===== src/rtl/multicycle_controller_pkg.sv =====
// Shared encodings for the multicycle controller: FSM state codes, opcodes,
// and the ALU, immediate and mux select codes the datapath decodes.
package multicycle_controller_pkg;

   localparam logic [3:0] S_FETCH     = 4'd0;
   localparam logic [3:0] S_DECODE    = 4'd1;
   localparam logic [3:0] S_EXEC_R    = 4'd2;
   localparam logic [3:0] S_EXEC_I    = 4'd3;
   localparam logic [3:0] S_ALU_WB    = 4'd4;
   localparam logic [3:0] S_MEM_ADR   = 4'd5;
   localparam logic [3:0] S_MEM_READ  = 4'd6;
   localparam logic [3:0] S_MEM_WB    = 4'd7;
   localparam logic [3:0] S_MEM_WRITE = 4'd8;
   localparam logic [3:0] S_BRANCH    = 4'd9;
   localparam logic [3:0] S_JAL       = 4'd10;
   localparam logic [3:0] S_LINK_WB   = 4'd11;
   localparam logic [3:0] S_JALR      = 4'd12;
   localparam logic [3:0] S_JALR_PC   = 4'd13;
   localparam logic [3:0] S_LUI       = 4'd14;
   localparam logic [3:0] S_HALT      = 4'd15;

   localparam logic [6:0] OP_R      = 7'b0110011;
   localparam logic [6:0] OP_I      = 7'b0010011;
   localparam logic [6:0] OP_LOAD   = 7'b0000011;
   localparam logic [6:0] OP_STORE  = 7'b0100011;
   localparam logic [6:0] OP_BRANCH = 7'b1100011;
   localparam logic [6:0] OP_JAL    = 7'b1101111;
   localparam logic [6:0] OP_JALR   = 7'b1100111;
   localparam logic [6:0] OP_LUI    = 7'b0110111;

   localparam logic [2:0] ALU_ADD = 3'd0;
   localparam logic [2:0] ALU_SUB = 3'd1;
   localparam logic [2:0] ALU_AND = 3'd2;
   localparam logic [2:0] ALU_OR  = 3'd3;
   localparam logic [2:0] ALU_SLT = 3'd4;
   localparam logic [2:0] ALU_XOR = 3'd5;

   localparam logic [2:0] IMM_I = 3'd0;
   localparam logic [2:0] IMM_S = 3'd1;
   localparam logic [2:0] IMM_B = 3'd2;
   localparam logic [2:0] IMM_J = 3'd3;
   localparam logic [2:0] IMM_U = 3'd4;

   localparam logic [1:0] SRCA_PC    = 2'd0;
   localparam logic [1:0] SRCA_OLDPC = 2'd1;
   localparam logic [1:0] SRCA_A     = 2'd2;

   localparam logic [1:0] SRCB_B    = 2'd0;
   localparam logic [1:0] SRCB_IMM  = 2'd1;
   localparam logic [1:0] SRCB_FOUR = 2'd2;

   localparam logic [1:0] RES_ALUREG = 2'd0;
   localparam logic [1:0] RES_ALUOUT = 2'd1;
   localparam logic [1:0] RES_MDR    = 2'd2;
   localparam logic [1:0] RES_IMM    = 2'd3;

   localparam logic ADR_PC     = 1'b0;
   localparam logic ADR_RESULT = 1'b1;

endpackage


===== src/rtl/multicycle_controller_alu_decoder.sv =====
// Combinational ALU operation decode from funct3/funct7[5]; zero latency.
module alu_decoder
   import multicycle_controller_pkg::*;
(
   input  logic [2:0] f3,
   input  logic       f7_5,
   input  logic       rtype,
   output logic [2:0] alu_ctrl
);

   always_comb begin
      alu_ctrl = ALU_ADD;
      case (f3)
         3'b000:  alu_ctrl = (rtype && f7_5) ? ALU_SUB : ALU_ADD;
         3'b111:  alu_ctrl = ALU_AND;
         3'b110:  alu_ctrl = ALU_OR;
         3'b010:  alu_ctrl = ALU_SLT;
         3'b100:  alu_ctrl = ALU_XOR;
         default: alu_ctrl = ALU_ADD;
      endcase
   end

endmodule


===== src/rtl/multicycle_controller.sv =====
// Moore-decoded multicycle RV32 control FSM, one state per cycle, no stalls.
// ILLEGAL_TRAP_EN: unknown opcodes park in HALT until reset instead of acting as a NOP.
module multicycle_controller
   import multicycle_controller_pkg::*;
(
   input  logic       clk,
   input  logic       rst,
   input  logic [6:0] opc,
   input  logic [2:0] f3,
   input  logic [6:0] f7,
   input  logic       zero,
   input  logic       sign,
   output logic       PCwrite,
   output logic       oldPCwrite,
   output logic       IRwrite,
   output logic       memwrite,
   output logic       regwrite,
   output logic       adrsrc,
   output logic [2:0] IMMsrc,
   output logic [2:0] ALUcontrol,
   output logic [1:0] ALUsrcA,
   output logic [1:0] ALUsrcB,
   output logic [1:0] resultsrc,
   output logic       halted
);

   logic [3:0] state_q, state_d;
   logic       pcw, oldpcw, irw, memw, regw;
   logic       taken;
   logic [2:0] alu_dec;
   logic       unused_f7;

   assign unused_f7 = ^{f7[6], f7[4:0]};

   alu_decoder u_alu_dec (
      .f3       (f3),
      .f7_5     (f7[5]),
      .rtype    (opc[5]),
      .alu_ctrl (alu_dec)
   );

   always_comb begin
      case (f3)
         3'b000:  taken = zero;
         3'b001:  taken = ~zero;
         3'b100:  taken = sign;
         3'b101:  taken = ~sign;
         default: taken = 1'b0;
      endcase
   end

   always_comb begin
      state_d    = state_q;
      pcw        = 1'b0;
      oldpcw     = 1'b0;
      irw        = 1'b0;
      memw       = 1'b0;
      regw       = 1'b0;
      adrsrc     = ADR_PC;
      IMMsrc     = IMM_I;
      ALUcontrol = ALU_ADD;
      ALUsrcA    = SRCA_PC;
      ALUsrcB    = SRCB_B;
      resultsrc  = RES_ALUREG;
      case (state_q)
         S_FETCH: begin
            irw       = 1'b1;
            oldpcw    = 1'b1;
            pcw       = 1'b1;
            ALUsrcB   = SRCB_FOUR;
            resultsrc = RES_ALUOUT;
            state_d   = S_DECODE;
         end
         S_DECODE: begin
            ALUsrcA = SRCA_OLDPC;
            ALUsrcB = SRCB_IMM;
            IMMsrc  = (opc == OP_BRANCH) ? IMM_B : IMM_J;
            case (opc)
               OP_R:      state_d = S_EXEC_R;
               OP_I:      state_d = S_EXEC_I;
               OP_LOAD,
               OP_STORE:  state_d = S_MEM_ADR;
               OP_BRANCH: state_d = S_BRANCH;
               OP_JAL:    state_d = S_JAL;
               OP_JALR:   state_d = S_JALR;
               OP_LUI:    state_d = S_LUI;
`ifdef ILLEGAL_TRAP_EN
               default:   state_d = S_HALT;
`else
               default:   state_d = S_FETCH;
`endif
            endcase
         end
         S_EXEC_R: begin
            ALUsrcA    = SRCA_A;
            ALUcontrol = alu_dec;
            state_d    = S_ALU_WB;
         end
         S_EXEC_I: begin
            ALUsrcA    = SRCA_A;
            ALUsrcB    = SRCB_IMM;
            ALUcontrol = alu_dec;
            state_d    = S_ALU_WB;
         end
         S_ALU_WB, S_LINK_WB: begin
            regw    = 1'b1;
            state_d = S_FETCH;
         end
         S_MEM_ADR: begin
            ALUsrcA = SRCA_A;
            ALUsrcB = SRCB_IMM;
            IMMsrc  = opc[5] ? IMM_S : IMM_I;
            state_d = opc[5] ? S_MEM_WRITE : S_MEM_READ;
         end
         S_MEM_READ: begin
            adrsrc  = ADR_RESULT;
            state_d = S_MEM_WB;
         end
         S_MEM_WB: begin
            resultsrc = RES_MDR;
            regw      = 1'b1;
            state_d   = S_FETCH;
         end
         S_MEM_WRITE: begin
            adrsrc  = ADR_RESULT;
            memw    = 1'b1;
            state_d = S_FETCH;
         end
         S_BRANCH: begin
            ALUsrcA    = SRCA_A;
            ALUcontrol = ALU_SUB;
            pcw        = taken;
            state_d    = S_FETCH;
         end
         S_JAL, S_JALR_PC: begin
            pcw     = 1'b1;
            ALUsrcA = SRCA_OLDPC;
            ALUsrcB = SRCB_FOUR;
            state_d = S_LINK_WB;
         end
         S_JALR: begin
            ALUsrcA = SRCA_A;
            ALUsrcB = SRCB_IMM;
            state_d = S_JALR_PC;
         end
         S_LUI: begin
            IMMsrc    = IMM_U;
            resultsrc = RES_IMM;
            regw      = 1'b1;
            state_d   = S_FETCH;
         end
         default: state_d = state_q;
      endcase
   end

   // State is already FETCH during reset; gating keeps its writes from firing early.
   assign PCwrite    = pcw    & ~rst;
   assign oldPCwrite = oldpcw & ~rst;
   assign IRwrite    = irw    & ~rst;
   assign memwrite   = memw   & ~rst;
   assign regwrite   = regw   & ~rst;

`ifdef ILLEGAL_TRAP_EN
   assign halted = (state_q == S_HALT);
`else
   assign halted = 1'b0;
`endif

   always_ff @(posedge clk or posedge rst) begin
      if (rst) state_q <= S_FETCH;
      else     state_q <= state_d;
   end

endmodule

===== config.mk =====
export PLATFORM = sky130hd
export DESIGN_NAME = multicycle_controller
export DESIGN_NICKNAME = d
export VERILOG_FILES = /design/src/rtl/multicycle_controller_pkg.sv /design/src/rtl/multicycle_controller_alu_decoder.sv /design/src/rtl/multicycle_controller.sv
export SDC_FILE = /design/constraint.sdc
export NUM_CORES = 1
export LEC_CHECK = 0
export BUFFER_PORTS_ARGS = -buffer_cell sky130_fd_sc_hd__buf_2
export CAP_MARGIN = 20
export CORE_MARGIN = 1.5
export CORE_UTILIZATION = 45
export DETAILED_ROUTE_END_ITERATION = 7
export PLACE_DENSITY = 0.8
export SYNTH_ARGS = -nofsm -noshare
export SYNTH_HDL_FRONTEND = slang
export SYNTH_SLANG_ARGS = --single-unit

===== constraint.sdc =====
create_clock -name clk -period 1.5 [get_ports clk]
set_input_delay 0.3 -clock clk [delete_from_list [all_inputs] [get_ports clk]]
set_output_delay 0.3 -clock clk [all_outputs]
set_load 0.01 [all_outputs]

==> results of run 1 <==
-- placed cells by master (no fill, tap or decap), types with 2 or more instances in the layout --
cell type	count
a21oi_1	4
and2_1	3
and3_1	2
and3b_1	3
buf_2	31
buf_4	24
buf_6	9
clkbuf_4	3
dfrtp_2	4
inv_1	3
mux2i_1	3
nand2_1	3
nand2_4	3
nand2b_4	3
nor2_1	5
nor2b_1	3
nor3_1	3
nor3b_1	3
nor4b_4	2
nor4bb_1	2
o21ai_0	2
o21ai_1	2
xnor2_1	4
xor2_1	2
-- report_power, final --
group	internal (mW)	switching, mW	leakage, nW
Combinational	0.961	0.831	0.616
Clock	0.0892	0.0407	0.0138
Sequential	0.152	0.0905	0.0473
Total	1.20	0.963	0.677
-- Yosys cell counts (2+ instances only) --
| library cell | instances | area share [%] |
|---|---|---|
| buf_2 | 3 | 1.8 |
| nor3b_1 | 3 | 2.8 |
| xor2_1 | 2 | 2.1 |
| and3b_1 | 3 | 3.2 |
| buf_6 | 2 | 2.8 |
| o221ai_1 | 2 | 2.1 |
| nor2_1 | 6 | 2.8 |
| o22ai_1 | 2 | 1.5 |
| nor3_1 | 5 | 3.1 |
| nor2b_1 | 4 | 3.1 |
| nand2_1 | 6 | 2.8 |
| buf_4 | 6 | 5.5 |
| inv_1 | 3 | 1.4 |
| o311ai_1 | 2 | 2.1 |
| nor4bb_1 | 3 | 3.7 |
| nand2b_1 | 5 | 3.8 |
| xnor2_1 | 4 | 4.3 |
| and2_1 | 3 | 2.3 |
| mux2i_1 | 3 | 3.7 |
| dfrtp_1 | 4 | 12 |
| a21oi_1 | 5 | 3.1 |
| and3_1 | 2 | 1.5 |
| o21ai_0 | 3 | 1.8 |
-- stage by stage --
step	setup TNS [ns]	hold WS [ns]	power (mW)	worst slack (ns)
after detailed placement	-0.414	0.272	1.49	-0.0825
after floorplan	0	0.0828	1.07	0.0122
after CTS	-3.32	0.0238	1.88	-0.270
final	-3.31	0.0327	2.16	-0.298
after global routing	-4.52	0.0320	2.31	-0.366
after global placement	-0.295	0.263	1.45	-0.0769
-- cell type report --
type	count	area share [%]
clock buffer	3	1.65
tap	25	2.29
multi-input combinational	85	55.6
inverter	3	0.824
timing repair buffer	64	32.0
sequential	4	7.69
-- repair_timing --
| item | CTS | global route |
|---|---|---|
| resized for setup | 24 | 20 |
| buffers inserted | 12 | 5 |
| setup endpoints to repair | 18 | 22 |
| pin swaps | 10 | 7 |
-- worst paths after layout --
kind	slack, ns	cells after the start	end	startpoint
hold reg to reg	0.84	2	state_q[1]	state_q[2]
hold / removal	0.03	2	state_q[3]	rst
min in group clk	0.41	3	state_q[2]	opc[2]
setup / recovery	-0.30	5	ALUsrcA[0]	state_q[3]
max in group asynchronous	1.26	2	state_q[1]	rst
setup reg to reg	0.04	6	state_q[1]	state_q[3]
-- per-layer routing --
layer / GRT usage [%] / vias to the layer above / part of all wire (%)
met5: 0 / - / 0
met4: 14.1 / 0 / 1.3
met3: 1.19 / 6 / 4.0
met2: 50.1 / 46 / 56
met1: 29.5 / 498 / 39
li1: - / 491 / -
-- cells by family after synthesis --
| family | after synthesis |
|---|---|
| AND/OR/NAND/NOR | 50 |
| AO/OA/AOI/OAI | 24 |
| buffers and inverters | 16 |
| XOR/XNOR | 6 |
| multiplexers | 4 |
| flip-flops | 4 |
| other | 1 |
-- worst max-delay path, stage by stage, from the launching register on --
cell and delay [ns]:
dfrtp_2 0.47, buf_6 0.16, nor3b_4 0.21, a21oi_1 0.08
o21ai_0 0.18, buf_2 0.16
==> results.cfg, run 1 <==
[floorplanning]
die_h_um = 45.6
die_w_um = 45.6
rows = 15
die_area_sq_um = 2080
num_io_pins = 40
coreArea_sq_um = 1710
initial_core_util_pct = 47.8

[critical_path]
crit_fanout = 7
critical_path_class = flop to primary output
cp-end-kind = primary output
worstPathArrival_ns = 1.50
critPathLaunchType = flop
critPathRequiredTime_ns = 1.20

[synth]
synth-simple-area-share_pct = 41.5
synth-xor-area-share_pct = 6.43
ys_warn_count = 0
syn_inst = 105
synth_top_family_by_area = simple AND/OR/NAND/NOR gates
synth_edf_count = 0
synth_fa_ha_area_share_pct = 0
synth_area_sq_um = 817
synth_compound_area_share_pct = 20.5
syn_nets = 126
ys.flop_type = dfrtp_1
async_reset_ff_share_pct = 100
ys_seq_area_share_pct = 12.3
synthMuxAreaShare_pct = 5.05
synthDistinctLibCells = 47
synth-seq-cells = 4
avgSynthCellArea_sq_um = 7.78

[timing]
fin_crit_ns = 1.80
hold_violations = 0
skew_ns = 0.00237
slew_violations = 0
setup_slack_ns = -0.298
rsz0062_at_grt = yes
fmax_mhz = 556
finalSetupViolCount = 17
final.period_utilization_pct = 120

[cells_and_area]
n_fill_cell = 115
regArea_sq_um = 105
area_growth_pct = 67.2
final_cells = 184
reg_top3 = state_q: 4 flops
final_area_sq_um = 1370
largest-register = state_q
largest_reg_flops = 4
utilization_pct = 80.0
drive_above_1_share_pct = 61.0
num_antenna_cells = 0
multiInputGateArea_sq_um = 759
fin_nets = 182

[status]
violations = setup timing
outcome = finished, violations left

[power_and_ir_drop]
leakage_nw = 0.677
power_density_nw_per_um2 = 1580
vdd.ir_drop.worst_mv = 0.953

[detailed_routing]
drt_iter0_drc = 15
num_vias = 1041
drcViolationCount = 0
drt_pass1_iterations = 4
via_per_inst = 5.66
wirelength_um = 2820
postRouteAntennaNets = 0
wl_per_cell_um = 15.3

[clock_tree]
clk_latency_ns = 0.23
h-tree-depth = 1
clkTransAtPathRegs_ns = 0.04
clock_sinks = 4
cts_tree = built
clockBufferDepth = 2
cts_made_buffers = 3
root_buffer = clkbuf_4
holdBufCountCts = 0

[grt]
grt_pass1_wl_um = 4080
grt_max_degree = 11
grt_remaining_overflow = 0
grt_pass1_vias = 963
antenna_found_initial = 0
grt.total_usage_pct = 26.7

[flow_run]
max-cap-violations = 0

[placed_design]
hpwl_um = 1750
dpl.cell_count = 166
gp_congestion = 0.858
dpl-instance-area_sq_um = 1050
io_buffers = 32

[worst_hold_path]
hp-class = input port to async pin
Note: power is estimated with default switching activity, not from simulation.
==> run 2: changes to the inputs <==
Settings changed: REMOVE_ABC_BUFFERS from default to 1.
==> results.cfg, run 2 (synthesis gave the netlist of run 1 again) <==
[flow_run]
max-cap-violations = 0

[cells_and_area]
n_fill_cell = 107
num_antenna_cells = 0
layout_common_cells = buf_2, buf_4, buf_6
regArea_sq_um = 105
largest_reg_flops = 4
final_cells = 186
area_growth_pct = 63.9
reg_top3 = state_q: 4 flops
fin_nets = 184
largest-register = state_q
final_common_cell = buf_2
multiInputGateArea_sq_um = 717
drive_above_1_share_pct = 59.6

[clock_tree]
root_buffer = clkbuf_4
h-tree-depth = 1
clockBufferDepth = 2
clock_sinks = 4
cts_made_buffers = 3
clk_latency_ns = 0.24
cts_tree = built
clkTransAtPathRegs_ns = 0.04
holdBufCountCts = 0

[power_and_ir_drop]
p_comb_share_pct = 81.1
clkPwrFrac_pct = 6.5
sw_frac_of_total_pct = 43.5
power.internal_mw = 1.23
vdd.ir_drop.worst_mv = 1.08
power_density_nw_per_um2 = 1630
switchingPower_uw = 947
p_seq_share_pct = 12.4
leakage_nw = 0.660

[timing]
setup_slack_ns = -0.312
skew_ns = 0.00131
slew_violations = 0
finalSetupViolCount = 19
tns_ns = -3.90
rsz0062_at_grt = yes
hold_violations = 0
fin_crit_ns = 1.81
final.period_utilization_pct = 121
fmax_mhz = 552
whs_ns = 0.0552

[critical_path]
critPathRequiredTime_ns = 1.20
critical_path_class = flop to primary output
rrSetupSlack_ns = 0
rr_worst_depth = 6
crit_fanout = 10
reg2reg_to = state_q[1]
cp-end-kind = primary output
critPathLaunchType = flop
r2r_start = state_q[1]
worstPathArrival_ns = 1.51

[placed_design]
io_buffers = 32
hpwl_um = 1710
gp_congestion = 0.797
dpl.cell_count = 172

[floorplanning]
coreArea_sq_um = 1710
die_area_sq_um = 2080
initial_core_util_pct = 47.8
die_h_um = 45.6
num_io_pins = 40
die_w_um = 45.6
rows = 15

[grt]
grt_remaining_overflow = 0
grt_pass1_vias = 885
antenna_found_initial = 0
grt_pass1_wl_um = 3810
grt_max_degree = 14
grt.total_usage_pct = 25.2

[status]
violations = setup timing
outcome = finished, violations left

[detailed_routing]
drt_pass1_iterations = 4
wirelength_um = 2930
via_per_inst = 5.51
wl_per_cell_um = 15.8
drt_iter0_drc = 24
drcViolationCount = 0
postRouteAntennaNets = 0
num_vias = 1025

[worst_hold_path]
hp-class = input port to async pin
-- run 2: layout make-up --
cell class                 instances  area share (%)
clock buffer                       3            1.68
multi-input combinational         85            53.6
tap                               25            2.34
sequential                         4            7.85
timing repair buffer              66            33.7
inverter                           3           0.841
-- run 2: worst max-delay path by stage --
stage                    start       end  slack, ns  cells past startpoint
floorplan           state_q[2]   IRwrite      -0.26                      2
global placement    state_q[1]   PCwrite      -0.07                      4
detailed placement  state_q[1]   PCwrite      -0.09                      4
CTS                 state_q[1]   PCwrite      -0.28                      5
global route        state_q[2]  regwrite      -0.36                      4
finish              state_q[2]  regwrite      -0.31                      4
-- run 2: power by group through the flow --
stage	Sequential (mW)	Clock, mW	Combinational, mW
floorplan	0.294	0	0.604
global placement	0.254	0	1.23
detailed placement	0.254	0	1.27
CTS	0.261	0.139	1.59
global route	0.278	0.152	1.89
finish	0.270	0.141	1.77
-- run 2: critical path, cell delays in order, from the launching register on --
cell	delay, ns
dfrtp_2	0.48
and2_1	0.19
nor2b_2	0.17
o31a_1	0.29
buf_2	0.14
-- run 2: per-stage QoR --
| step | area (sq um) | util, % | setup WS, ns | power, mW |
|---|---|---|---|---|
| final | 1340 | 78.4 | -0.312 | 2.18 |
| after global routing | 1340 | 78.4 | -0.363 | 2.32 |
| after CTS | 1270 | 74.3 | -0.278 | 1.99 |
| after detailed placement | 1080 | 63.2 | -0.0936 | 1.52 |
| after global placement | 1080 | 63.2 | -0.0685 | 1.48 |
| after floorplan | 716 | - | -0.255 | 0.897 |
-- run 2: timing repair --
action / 4_1_cts / 5_1_grt
buffers inserted: 9 / 2
setup endpoints to repair: 18 / 19
gates resized for setup: 29 / 12
pin swaps: 10 / 5
-- run 2: routing by layer --
layer,track usage (%),wire length [um],vias up
li1,-,-,495
met1,30.4,1200,494
met2,43.4,1580,30
met3,5.16,115,6
met4,9.41,42,0
met5,0,0,-
==> run 3: changes to the inputs <==
Settings changed: CORE_MARGIN 1.5 to 4, SKIP_CTS_REPAIR_TIMING from default to 1.
==> results.cfg, run 3 (synthesis gave the netlist of run 1 again) <==
[status]
outcome = finished, violations left
violations = setup timing

[critical_path]
worstPathArrival_ns = 1.53
crit_buf_inv = 2
critPathLaunchType = flop
cpLargestDelayFamily = flip-flops
critPathRequiredTime_ns = 1.20
path_cells = buf_2, nor2_2, a21bo_2, a22o_1, buf_2
cp-end-kind = primary output
crit_start = state_q[2]
critical_path_class = flop to primary output
worst_path_most_repeated_cell = buf_2
max_stage_delay_ns = 0.43
r2r_start = state_q[1]
crit_fanout = 6
cp_slowest_cell = dfrtp_2

[grt]
grt_pass1_wl_um = 3970
grt_max_degree = 12
grt.total_usage_pct = 19.6
grt_pass1_vias = 918
antenna_found_initial = 0
grt_remaining_overflow = 0

[clock_tree]
h-tree-depth = 1
clk_latency_ns = 0.25
cts_made_buffers = 3
clock_sinks = 4
root_buffer = clkbuf_4
cts_tree = built
clockBufferDepth = 2
clkTransAtPathRegs_ns = 0.04

[timing]
final.period_utilization_pct = 122
skew_ns = 0.00490
setup_slack_ns = -0.335
finalSetupViolCount = 19
hold_violations = 0
tns_ns = -3.99
fmax_mhz = 545
slew_violations = 0
fin_crit_ns = 1.83
rsz0062_at_grt = yes

[detailed_routing]
wl_per_cell_um = 17.6
num_vias = 1092
drt_pass1_iterations = 4
postRouteAntennaNets = 0
drcViolationCount = 0
drt_iter0_drc = 31
wirelength_um = 3280
via_per_inst = 5.87

[power_and_ir_drop]
clkPwrFrac_pct = 6.7
power.internal_mw = 1.20
vdd.ir_drop.worst_mv = 1.07
leakage_nw = 0.652
sw_frac_of_total_pct = 45.2
p_seq_share_pct = 9.9
total_power_mw = 2.19
p_comb_share_pct = 83.5
power_density_nw_per_um2 = 1640
switchingPower_uw = 988

[cells_and_area]
area_growth_pct = 63.2
fin_nets = 184
layout_common_cells = buf_2, buf_4, buf_6
n_fill_cell = 119
largest-register = state_q
largest_reg_flops = 4
drive_above_1_share_pct = 57.1
final_common_cell = buf_2
num_antenna_cells = 0
reg_top3 = state_q: 4 flops

[placed_design]
pre_cts_slack_ns = -0.116
hpwl_um = 1840
io_buffers = 32
gp_congestion = 0.914

[worst_hold_path]
hp-class = input port to async pin

[floorplanning]
rows = 15
initial_core_util_pct = 47.3
coreArea_sq_um = 1730
die_w_um = 50.6
num_io_pins = 40
die_area_sq_um = 2560
die_h_um = 50.6

[flow_run]
max-cap-violations = 0
==> run 3: changes by cell type in the layout (fill, tap and decap cells not counted), moves of 2 or more <==
cell      delta
buf_2        +4
nand2b_4     -2
buf_6        -3
buf_4        -3
==> run 3: metal layers <==
layer	vias up	share of wire (%)	global-route usage, %
li1	497	-	-
met1	512	36	24.2
met2	70	52	35.2
met3	13	8.8	0.890
met4	0	3.5	8.07
met5	-	0	0
==> run 3: cell type report <==
cell class	count	area, sq um	area share (%)
Multi-Input combinational cell	85	713	53.5
Timing Repair Buffer	66	450	33.8
Sequential cell	4	105	7.88
Tap cell	25	31.3	2.35
Clock buffer	3	22.5	1.69
Inverter	3	11.3	0.844
==> run 3: through the flow <==
stage	std cells	utilization, %	hold WS (ns)	area, sq um
after floorplan	92	-	0.0828	716
after global placement	170	61.7	0.247	1060
after detailed placement	170	61.7	0.254	1060
after CTS	173	63.0	0.00408	1090
after global routing	186	77.2	0.0611	1330
final	186	77.2	0.0237	1330
==> run 3: path summary, 6_finish.rpt <==
kind	cells after the start	slack, ns	end
hold reg to reg	3	0.80	state_q[0]
setup / recovery	5	-0.33	PCwrite
min in group clk	3	0.40	state_q[2]
setup reg to reg	6	-0.02	state_q[1]
hold / removal	2	0.02	state_q[1]
max in group asynchronous	2	1.26	state_q[3]
==> run 3: worst register-to-register path, delay by kind of cell, from the launching register on <==
family,cells,cell delay (ns)
flip-flops,1,0.47
buffers and inverters,3,0.40
AO/OA/AOI/OAI,2,0.28
AND/OR/NAND/NOR,1,0.23
==> run 3: power groups by stage <==
stage | combinational (mW) | clock [mW] | sequential [mW]
2_1_floorplan | 0.604 | 0 | 0.294
3_3_place_gp | 1.22 | 0 | 0.249
3_5_place_dp | 1.25 | 0 | 0.252
4_1_cts | 1.25 | 0.140 | 0.253
5_1_grt | 1.96 | 0.153 | 0.218
6_report | 1.83 | 0.146 | 0.216
